`src/rtl/button_pio_irq.sv`:
```
// Avalon-MM input PIO: synchronised buttons/switches, per-bit edge capture, masked level irq.
// Latency: readdata 1 clock after address; edge-to-capture SYNC_STAGES+1 clocks (+DEBOUNCE_CYCLES when debounced).
// Backpressure: none; the slave always accepts accesses (no waitrequest). Optional macro: BUTTON_PIO_DEBOUNCE_EN.
module button_pio_irq #(
    parameter int WIDTH           = 4,
    parameter int SYNC_STAGES     = 2,
    parameter int EDGE_TYPE       = 0,
    parameter int DEBOUNCE_CYCLES = 50000
) (
    input  logic             clk,
    input  logic             reset_n,
    input  logic [1:0]       address,
    input  logic             chipselect,
    input  logic             write_n,
    input  logic [WIDTH-1:0] writedata,
    input  logic [WIDTH-1:0] in_port,
    output logic [WIDTH-1:0] readdata,
    output logic             irq
);

`ifdef BUTTON_PIO_DEBOUNCE_EN
    // stable starts at 0, so hold off detection until it and prev have followed the idle inputs
    localparam int ARM_CYCLES = SYNC_STAGES + 1 + DEBOUNCE_CYCLES;
`else
    localparam int ARM_CYCLES = SYNC_STAGES + 1;
`endif
    localparam int ARM_W = $clog2(ARM_CYCLES + 1);

    // Reject parameter values the design was never meant to handle
    if (WIDTH < 1 || WIDTH > 32 || SYNC_STAGES < 2 || SYNC_STAGES > 4 ||
        EDGE_TYPE < 0 || EDGE_TYPE > 2 || DEBOUNCE_CYCLES < 2) begin : g_bad_param
        $error("button_pio_irq: parameter out of range");
    end

    logic [SYNC_STAGES-1:0][WIDTH-1:0] sync_q;
    logic [WIDTH-1:0]                  sync_in;
    logic [WIDTH-1:0]                  level;
    logic [WIDTH-1:0]                  prev;
    logic [WIDTH-1:0]                  edge_raw;
    logic [WIDTH-1:0]                  edge_det;
    logic [WIDTH-1:0]                  irqmask;
    logic [WIDTH-1:0]                  edgecapture;
    logic [WIDTH-1:0]                  capture_clr;
    logic [WIDTH-1:0]                  rd_mux;
    logic [ARM_W-1:0]                  arm_cnt;
    logic                              armed;
    logic                              wr_en;

    assign sync_in = sync_q[SYNC_STAGES-1];
    assign wr_en   = chipselect & ~write_n;

    // Multi-stage synchroniser for the asynchronous inputs
    always_ff @(posedge clk or negedge reset_n) begin
        if (!reset_n) begin
            sync_q <= '0;
        end else begin
            sync_q <= {sync_q[SYNC_STAGES-2:0], in_port};
        end
    end

`ifdef BUTTON_PIO_DEBOUNCE_EN
    localparam int DB_W = $clog2(DEBOUNCE_CYCLES);

    logic [WIDTH-1:0][DB_W-1:0] db_cnt;
    logic [WIDTH-1:0]           stable;

    // Per-bit debounce: accept a new level only after it has held for DEBOUNCE_CYCLES clocks
    always_ff @(posedge clk or negedge reset_n) begin
        if (!reset_n) begin
            stable <= '0;
            db_cnt <= '0;
        end else begin
            for (int i = 0; i < WIDTH; i++) begin
                if (sync_in[i] == stable[i]) begin
                    db_cnt[i] <= '0;
                end else if (db_cnt[i] == DB_W'(DEBOUNCE_CYCLES - 1)) begin
                    stable[i] <= sync_in[i];
                    db_cnt[i] <= '0;
                end else begin
                    db_cnt[i] <= db_cnt[i] + 1'b1;
                end
            end
        end
    end

    assign level = stable;
`else
    assign level = sync_in;
`endif

    assign armed = (arm_cnt == ARM_W'(ARM_CYCLES));

    // Arm counter: saturates once the pipeline holds real input, enabling edge detection
    always_ff @(posedge clk or negedge reset_n) begin
        if (!reset_n) begin
            arm_cnt <= '0;
        end else if (!armed) begin
            arm_cnt <= arm_cnt + 1'b1;
        end
    end

    // Previous filtered level for edge comparison
    always_ff @(posedge clk or negedge reset_n) begin
        if (!reset_n) begin
            prev <= '0;
        end else begin
            prev <= level;
        end
    end

    // Edge polarity selection, gated until armed
    always_comb begin
        edge_raw = '0;
        case (EDGE_TYPE)
            0:       edge_raw = level & ~prev;
            1:       edge_raw = ~level & prev;
            default: edge_raw = level ^ prev;
        endcase
        edge_det = edge_raw & {WIDTH{armed}};
    end

    assign capture_clr = (wr_en && address == 2'd3) ? writedata : '0;

    // Mask register and sticky capture bits; a new edge beats a simultaneous clear
    always_ff @(posedge clk or negedge reset_n) begin
        if (!reset_n) begin
            irqmask     <= '0;
            edgecapture <= '0;
        end else begin
            if (wr_en && address == 2'd2) begin
                irqmask <= writedata;
            end
            edgecapture <= (edgecapture & ~capture_clr) | edge_det;
        end
    end

    // Read mux for the current address
    always_comb begin
        rd_mux = '0;
        case (address)
            2'd0:    rd_mux = level;
            2'd2:    rd_mux = irqmask;
            2'd3:    rd_mux = edgecapture;
            default: rd_mux = '0;
        endcase
    end

    // Registered read data, reloaded every clock for a fixed one-clock latency
    always_ff @(posedge clk or negedge reset_n) begin
        if (!reset_n) begin
            readdata <= '0;
        end else begin
            readdata <= rd_mux;
        end
    end

    assign irq = |(edgecapture & irqmask);

endmodule
```
`config.mk`:
```
export PLATFORM = sky130hd
export DESIGN_NAME = button_pio_irq
export DESIGN_NICKNAME = d
export VERILOG_FILES = /design/src/rtl/button_pio_irq.sv
export SDC_FILE = /design/constraint.sdc
export NUM_CORES = 1
export LEC_CHECK = 0
export ABC_AREA = 1
export BUFFER_PORTS_ARGS = -buffer_cell sky130_fd_sc_hd__buf_2
export CAP_MARGIN = 15
export CORE_ASPECT_RATIO = 1.1
export CORE_MARGIN = 8
export CORE_UTILIZATION = 42
export CTS_BUF_LIST = sky130_fd_sc_hd__clkbuf_4
export DETAILED_ROUTE_END_ITERATION = 8
export PLACE_DENSITY = 0.71
export SLEW_MARGIN = 0
export SYNTH_ARGS = -nofsm -noshare
export SYNTH_HDL_FRONTEND = slang
export SYNTH_SLANG_ARGS = --single-unit
```
`constraint.sdc`:
```
create_clock -name clk -period 1.7 [get_ports clk]
set_clock_uncertainty 0.1 [all_clocks]
set_input_delay 0 -clock clk [delete_from_list [all_inputs] [get_ports clk]]
set_output_delay 0 -clock clk [all_outputs]
set_load 0.1 [all_outputs]
```
==> results.ini, run 1 <==
[run_status]
status=finished, final reports clean

[synthesis]
synth_cell_types=13
syn_area_um2=947
syn_nets=101
synthCells=86
yosysSeqAreaShare_pct=68.7
synth.avg_cell_area_um2=11.0
ys_ff_latch=26
synth_warnings=0

[cts]
cts-buffers-inserted=3
cts_resized=0
h-tree-depth=1
worstSkewPairLatency_ps=310
cts_setup_buffers=0
cts_root_buf=clkbuf_4
cts_tree=done
clock-sinks=26
clkTransAtPathRegs_ps=130
clock_path_buffers=2

[worst_setup_path]
worstSetupPathType=in -> reg
crit_buf_inv=3
arrival_ps=1660
reg2reg_slack_ps=460
cp_max_fo=6
r2r_start=arm_cnt[0]
crit_path_end_kind=flip-flop
startpoint_type=input pin
critPathMostFrequentCell=dlygate4sd3_1
slowest_stage=dlygate4sd3_1
required_ps=1840
critical_path.top_delay_family=buffers and inverters
critPathMaxStageDelay_ps=660
cp-startpoint=address[0]
cp_cell_sequence=dlygate4sd3_1 -> buf_2 -> nor2_4 -> dlygate4sd3_1 -> nand2_1 -> nand3_1

[route]
drc=0
vias=712
antenna_left=0
drtIter0Drc=16
firstDrtPassIters=4
wl_per_cell_um=11.7
wirelength_um=1810
via_per_inst=4.59

[run]
maxCapViolations=0

[place]
io_buffers=18
hpwl_um=1200
dp_worst_setup_slack_ps=469
gp_congestion=0.777

[timing]
timing.fmax_mhz=658
slew-limit-headroom_pct=63.2
slew_violations=0
tightest_slew_ps=552
finalSetupTns_ps=0
finalCriticalPeriod_ps=1520
setup_viol=0
finalCritPeriodShare_pct=89.4
rsz0062_at_grt=false
setup_slack_ps=180
finalHoldViolCount=0

[floorplanning]
die_w_um=61.3
die_y_um=65.8
start_util_pct=43.4
io_pins=19
fp.dieArea_um2=4030
num_rows=18
core_area_um2=2180

[finish]
drive_gt1_share_pct=21.6
num_antenna_cells=0
nNetsFinal=141
area_growth_syn_to_layout_pct=34.2

[global_routing]
grt_util_all_layers_pct=10.5
grt_first_pass_wirelength_um=3170
grt_overflow=0
first_global_vias=764
grt_max_degree=27
antenna_found_initial=0

[pwr]
peakVddDrop_mv=0.698
power.density_nw_per_um2=950
p_leak_nw=0.602

[hold_path]
min-delay-start=chipselect
hp-class=in -> reg

-- where the power goes --
group          switching, mW  total, mW  leakage, nW  internal [mW]
sequential            0.0256      0.692        0.294          0.666
clock                  0.161      0.246       0.0154         0.0857
combinational          0.198      0.270        0.293         0.0719
-- what timing repair did --
item                                    in CTS  in global routing
endpoints found under the hold margin       42                  0
endpoints found under the setup margin       0                  0
hold buffers                                17                  0
-- layout make-up --
class                      instances  area (um^2)
fill                             192          913
sequential                        26          651
multi-input combinational         57          285
timing repair buffer              35          260
tap                               30         37.5
clock buffer                       3         22.5
inverter                           3         11.3
clock inverter                     1         3.75
-- per-layer routing --
| metal | GRT usage (%) | routed length (um) | up-vias |
|---|---|---|---|
| met5 | 0 | 0 | - |
| met4 | 6.12 | 24 | 0 |
| met3 | 1.95 | 125 | 4 |
| met2 | 18.2 | 838 | 24 |
| met1 | 11.3 | 820 | 328 |
| li1 | - | - | 356 |
-- synthesized netlist by cell type --
| cell | number | area share [%] |
|---|---|---|
| ha_1 | 1 | 1.3 |
| nand3_1 | 12 | 6.3 |
| nand2_1 | 33 | 13 |
| nor2_4 | 2 | 2.4 |
| nand4_1 | 1 | 0.66 |
| nand2_2 | 1 | 0.66 |
| mux2_2 | 1 | 1.2 |
| inv_2 | 2 | 0.79 |
| dfrtp_1 | 26 | 69 |
| xnor2_1 | 1 | 0.92 |
| nand3b_1 | 4 | 3.2 |
| nor2_1 | 1 | 0.40 |
| inv_1 | 1 | 0.40 |
-- final timing paths --
| path | end | cells after the start |
|---|---|---|
| setup / recovery | readdata[2] | 6 |
| hold / removal | edgecapture[1] | 6 |
| setup reg to reg | arm_cnt[1] | 2 |
| hold reg to reg | level[2] | 0 |
| max in group asynchronous | irqmask[2] | 2 |
| min in group asynchronous | irqmask[3] | 2 |
-- layout by cell type, fill, tap and decap left out --
master         synthesis  routed
xnor2_1                1       1
nand3b_1               4       4
nand2_2                1       1
clkinv_1               0       1
buf_2                  0      18
inv_1                  1       1
mux2_2                 1       1
nand3_1               12      12
nand4_1                1       1
nand2_1               33      33
inv_2                  2       2
ha_1                   1       1
clkbuf_4               0       3
dfrtp_1               26      26
dlygate4sd3_1          0      17
nor2_4                 2       2
nor2_1                 1       1
-- metrics by stage --
stage	total power [mW]	util, %	area (um^2)	hold slack, ps	std cells
2_1_floorplan	0.885	-	947	-396	86
3_3_place_gp	0.948	49.2	1070	-83.8	134
3_5_place_dp	0.951	49.2	1070	-78.5	134
4_1_cts	1.23	58.2	1270	13.6	155
5_1_grt	1.27	58.2	1270	53.1	155
6_report	1.21	58.2	1270	32.7	155
-- registers in the layout (all words and copies together) (netlist names) --
name / count
edgecapture: 4
sync_q: 4
readdata: 4
prev: 4
irqmask: 4
level: 4
arm_cnt: 2
-- worst register-to-register path: cells and delay by family, from the launching register on --
kind / cells / cell delay, ps
fa+ha+maj: 1 / 280
flops: 1 / 390
mux: 1 / 370
-- logic make-up (layout without fill, tap and decap cells) --
group                    Yosys count  after routing  synth area share [%]
adder cells (fa/ha/maj)            1              1                  1.32
flip-flops                        26             26                  68.7
XOR/XNOR                           1              1                 0.925
multiplexers                       1              1                  1.19
AND/OR/NAND/NOR                   54             54                  26.7
buffers and inverters              3             42                  1.19
Note: power is estimated with default switching activity, not from simulation.
==> run 2, diff against run 1 <==
Settings changed: PLACE_DENSITY 0.71 to 0.67.
==> results.ini, run 2 (synthesis gave the netlist of run 1 again) <==
[cts]
cts_root_buf=clkbuf_4
cts_resized=0  ; unchanged
cts_tree=done
clock-sinks=26  ; unchanged
clkTransAtPathRegs_ps=140  ; about the same
clock_path_buffers=2  ; unchanged
cts-buffers-inserted=3  ; unchanged
worstSkewPairLatency_ps=320  ; about the same
h-tree-depth=1  ; unchanged

[worst_setup_path]
slowest_stage=dlygate4sd3_1
cp_max_fo=6  ; unchanged
startpoint_type=input pin
worstSetupPathType=in -> reg
required_ps=1860  ; +20 ps
critPathMostFrequentCell=dlygate4sd3_1
critPathMaxStageDelay_ps=650  ; about the same
crit_path_end_kind=flip-flop
arrival_ps=1650  ; about the same
cp_cell_sequence=dlygate4sd3_1 -> buf_2 -> nor2_4 -> dlygate4sd3_1 -> nand2_1 -> nand3_1
reg2reg_slack_ps=470  ; about the same

[global_routing]
first_global_vias=818  ; +7.1%
grt_util_all_layers_pct=11.1  ; +0.65 points
grt_max_degree=27  ; unchanged
grt_first_pass_wirelength_um=3350  ; +5.6%
grt_overflow=0  ; unchanged
antenna_found_initial=0  ; unchanged

[route]
wirelength_um=1900  ; +4.8%
firstDrtPassIters=4  ; unchanged
drtIter0Drc=9  ; -7
via_per_inst=4.66  ; +1.4%
drc=0  ; unchanged
wl_per_cell_um=12.2  ; +4.8%
vias=722  ; +1.4%
antenna_left=0  ; unchanged

[floorplanning]
num_rows=18  ; unchanged
core_area_um2=2180  ; unchanged
fp.dieArea_um2=4030  ; unchanged
die_y_um=65.8  ; unchanged
io_pins=19  ; unchanged
start_util_pct=43.4  ; unchanged
die_w_um=61.3  ; unchanged

[pwr]
power.density_nw_per_um2=963  ; +1.4%
p_leak_nw=0.602  ; unchanged
peakVddDrop_mv=0.594  ; -15%

[timing]
finalSetupTns_ps=0  ; unchanged
tightest_slew_ps=567  ; +15.4 ps
setup_slack_ps=205  ; +24.9 ps
timing.fmax_mhz=669  ; +1.7%
slew_violations=0  ; unchanged
finalCriticalPeriod_ps=1490  ; -24.9 ps
slew-limit-headroom_pct=62.2  ; -1.0 points
finalHoldViolCount=0  ; unchanged
finalCritPeriodShare_pct=87.9  ; -1.5 points
rsz0062_at_grt=false
setup_viol=0  ; unchanged

[finish]
layout_commonest_cell=nand2_1
finalInstanceArea_um2=1270  ; unchanged
nNetsFinal=141  ; unchanged
final_cell_mix=nand2_1 (33), dfrtp_1 (26), buf_2 (18)
n_fill_cell=190  ; -1.0%
area_growth_syn_to_layout_pct=34.2  ; unchanged
fin_cells=155  ; unchanged
utilization_pct=58.2  ; unchanged
num_antenna_cells=0  ; unchanged
drive_gt1_share_pct=21.6  ; unchanged

[place]
hpwl_um=1240  ; +3.3%
gp_congestion=0.768  ; -1.1%
dp.cells=134  ; unchanged
dp_worst_setup_slack_ps=495  ; +26.3 ps
placed_cell_area_um2=1070  ; unchanged
io_buffers=18  ; unchanged

[run_status]
status=finished, final reports clean

[hold_path]
hp-class=in -> reg

[run]
maxCapViolations=0  ; unchanged

## run 2: cell counts in the layout (fill, tap and decap cells not counted)
Identical to the previous run, type by type.
## run 2: cell type report
class / count / area (um^2) / area share [%]
Multi-Input combinational cell: 57 / 285 / 22.4
Inverter: 3 / 11.3 / 0.886
Clock buffer: 3 / 22.5 / 1.77
Clock inverter: 1 / 3.75 / 0.295
Tap cell: 30 / 37.5 / 2.95
Timing Repair Buffer: 35 / 260 / 20.5
Sequential cell: 26 / 651 / 51.2
## run 2: power breakdown
group | internal [mW] | total, mW | switching, mW
sequential | 0.666 | 0.693 | 0.0267
combinational | 0.0718 | 0.270 | 0.198
clock | 0.0859 | 0.262 | 0.176
## run 2: critical path, delay by kind of cell
family	cells	cell delay, ps
buffers and inverters	3	1330
and+or+nand+nor	3	310
## run 2: timing repair
action | CTS | global route
buffers inserted | 0 | 0
hold buffers | 17 | 0
hold endpoints to repair | 42 | 0
## run 2: stage by stage
stage          power [mW]  hold WS [ps]
6_report             1.22          9.70
5_1_grt              1.29          31.8
4_1_cts              1.24          13.7
3_5_place_dp        0.952         -71.8
3_3_place_gp        0.948         -79.1
2_1_floorplan       0.885          -396
## run 2: path summary, 6_finish.rpt
check,cells after the start,to,startpoint
worst min register to register,0,level[2],sync_q[2]
max in group asynchronous,2,arm_cnt[0],reset_n
worst min-delay path,6,edgecapture[1],chipselect
min in group asynchronous,2,irqmask[2],reset_n
worst max register to register,2,arm_cnt[1],arm_cnt[0]
worst max-delay path,6,readdata[1],address[0]
## run 2: routing by layer
metal	up-vias	share of wire, %	global-route usage, %
met5	-	0	0
met4	0	1.5	6.12
met1	334	41	10.7
met2	26	51	19.8
met3	6	6.9	3.89
li1	356	-	-
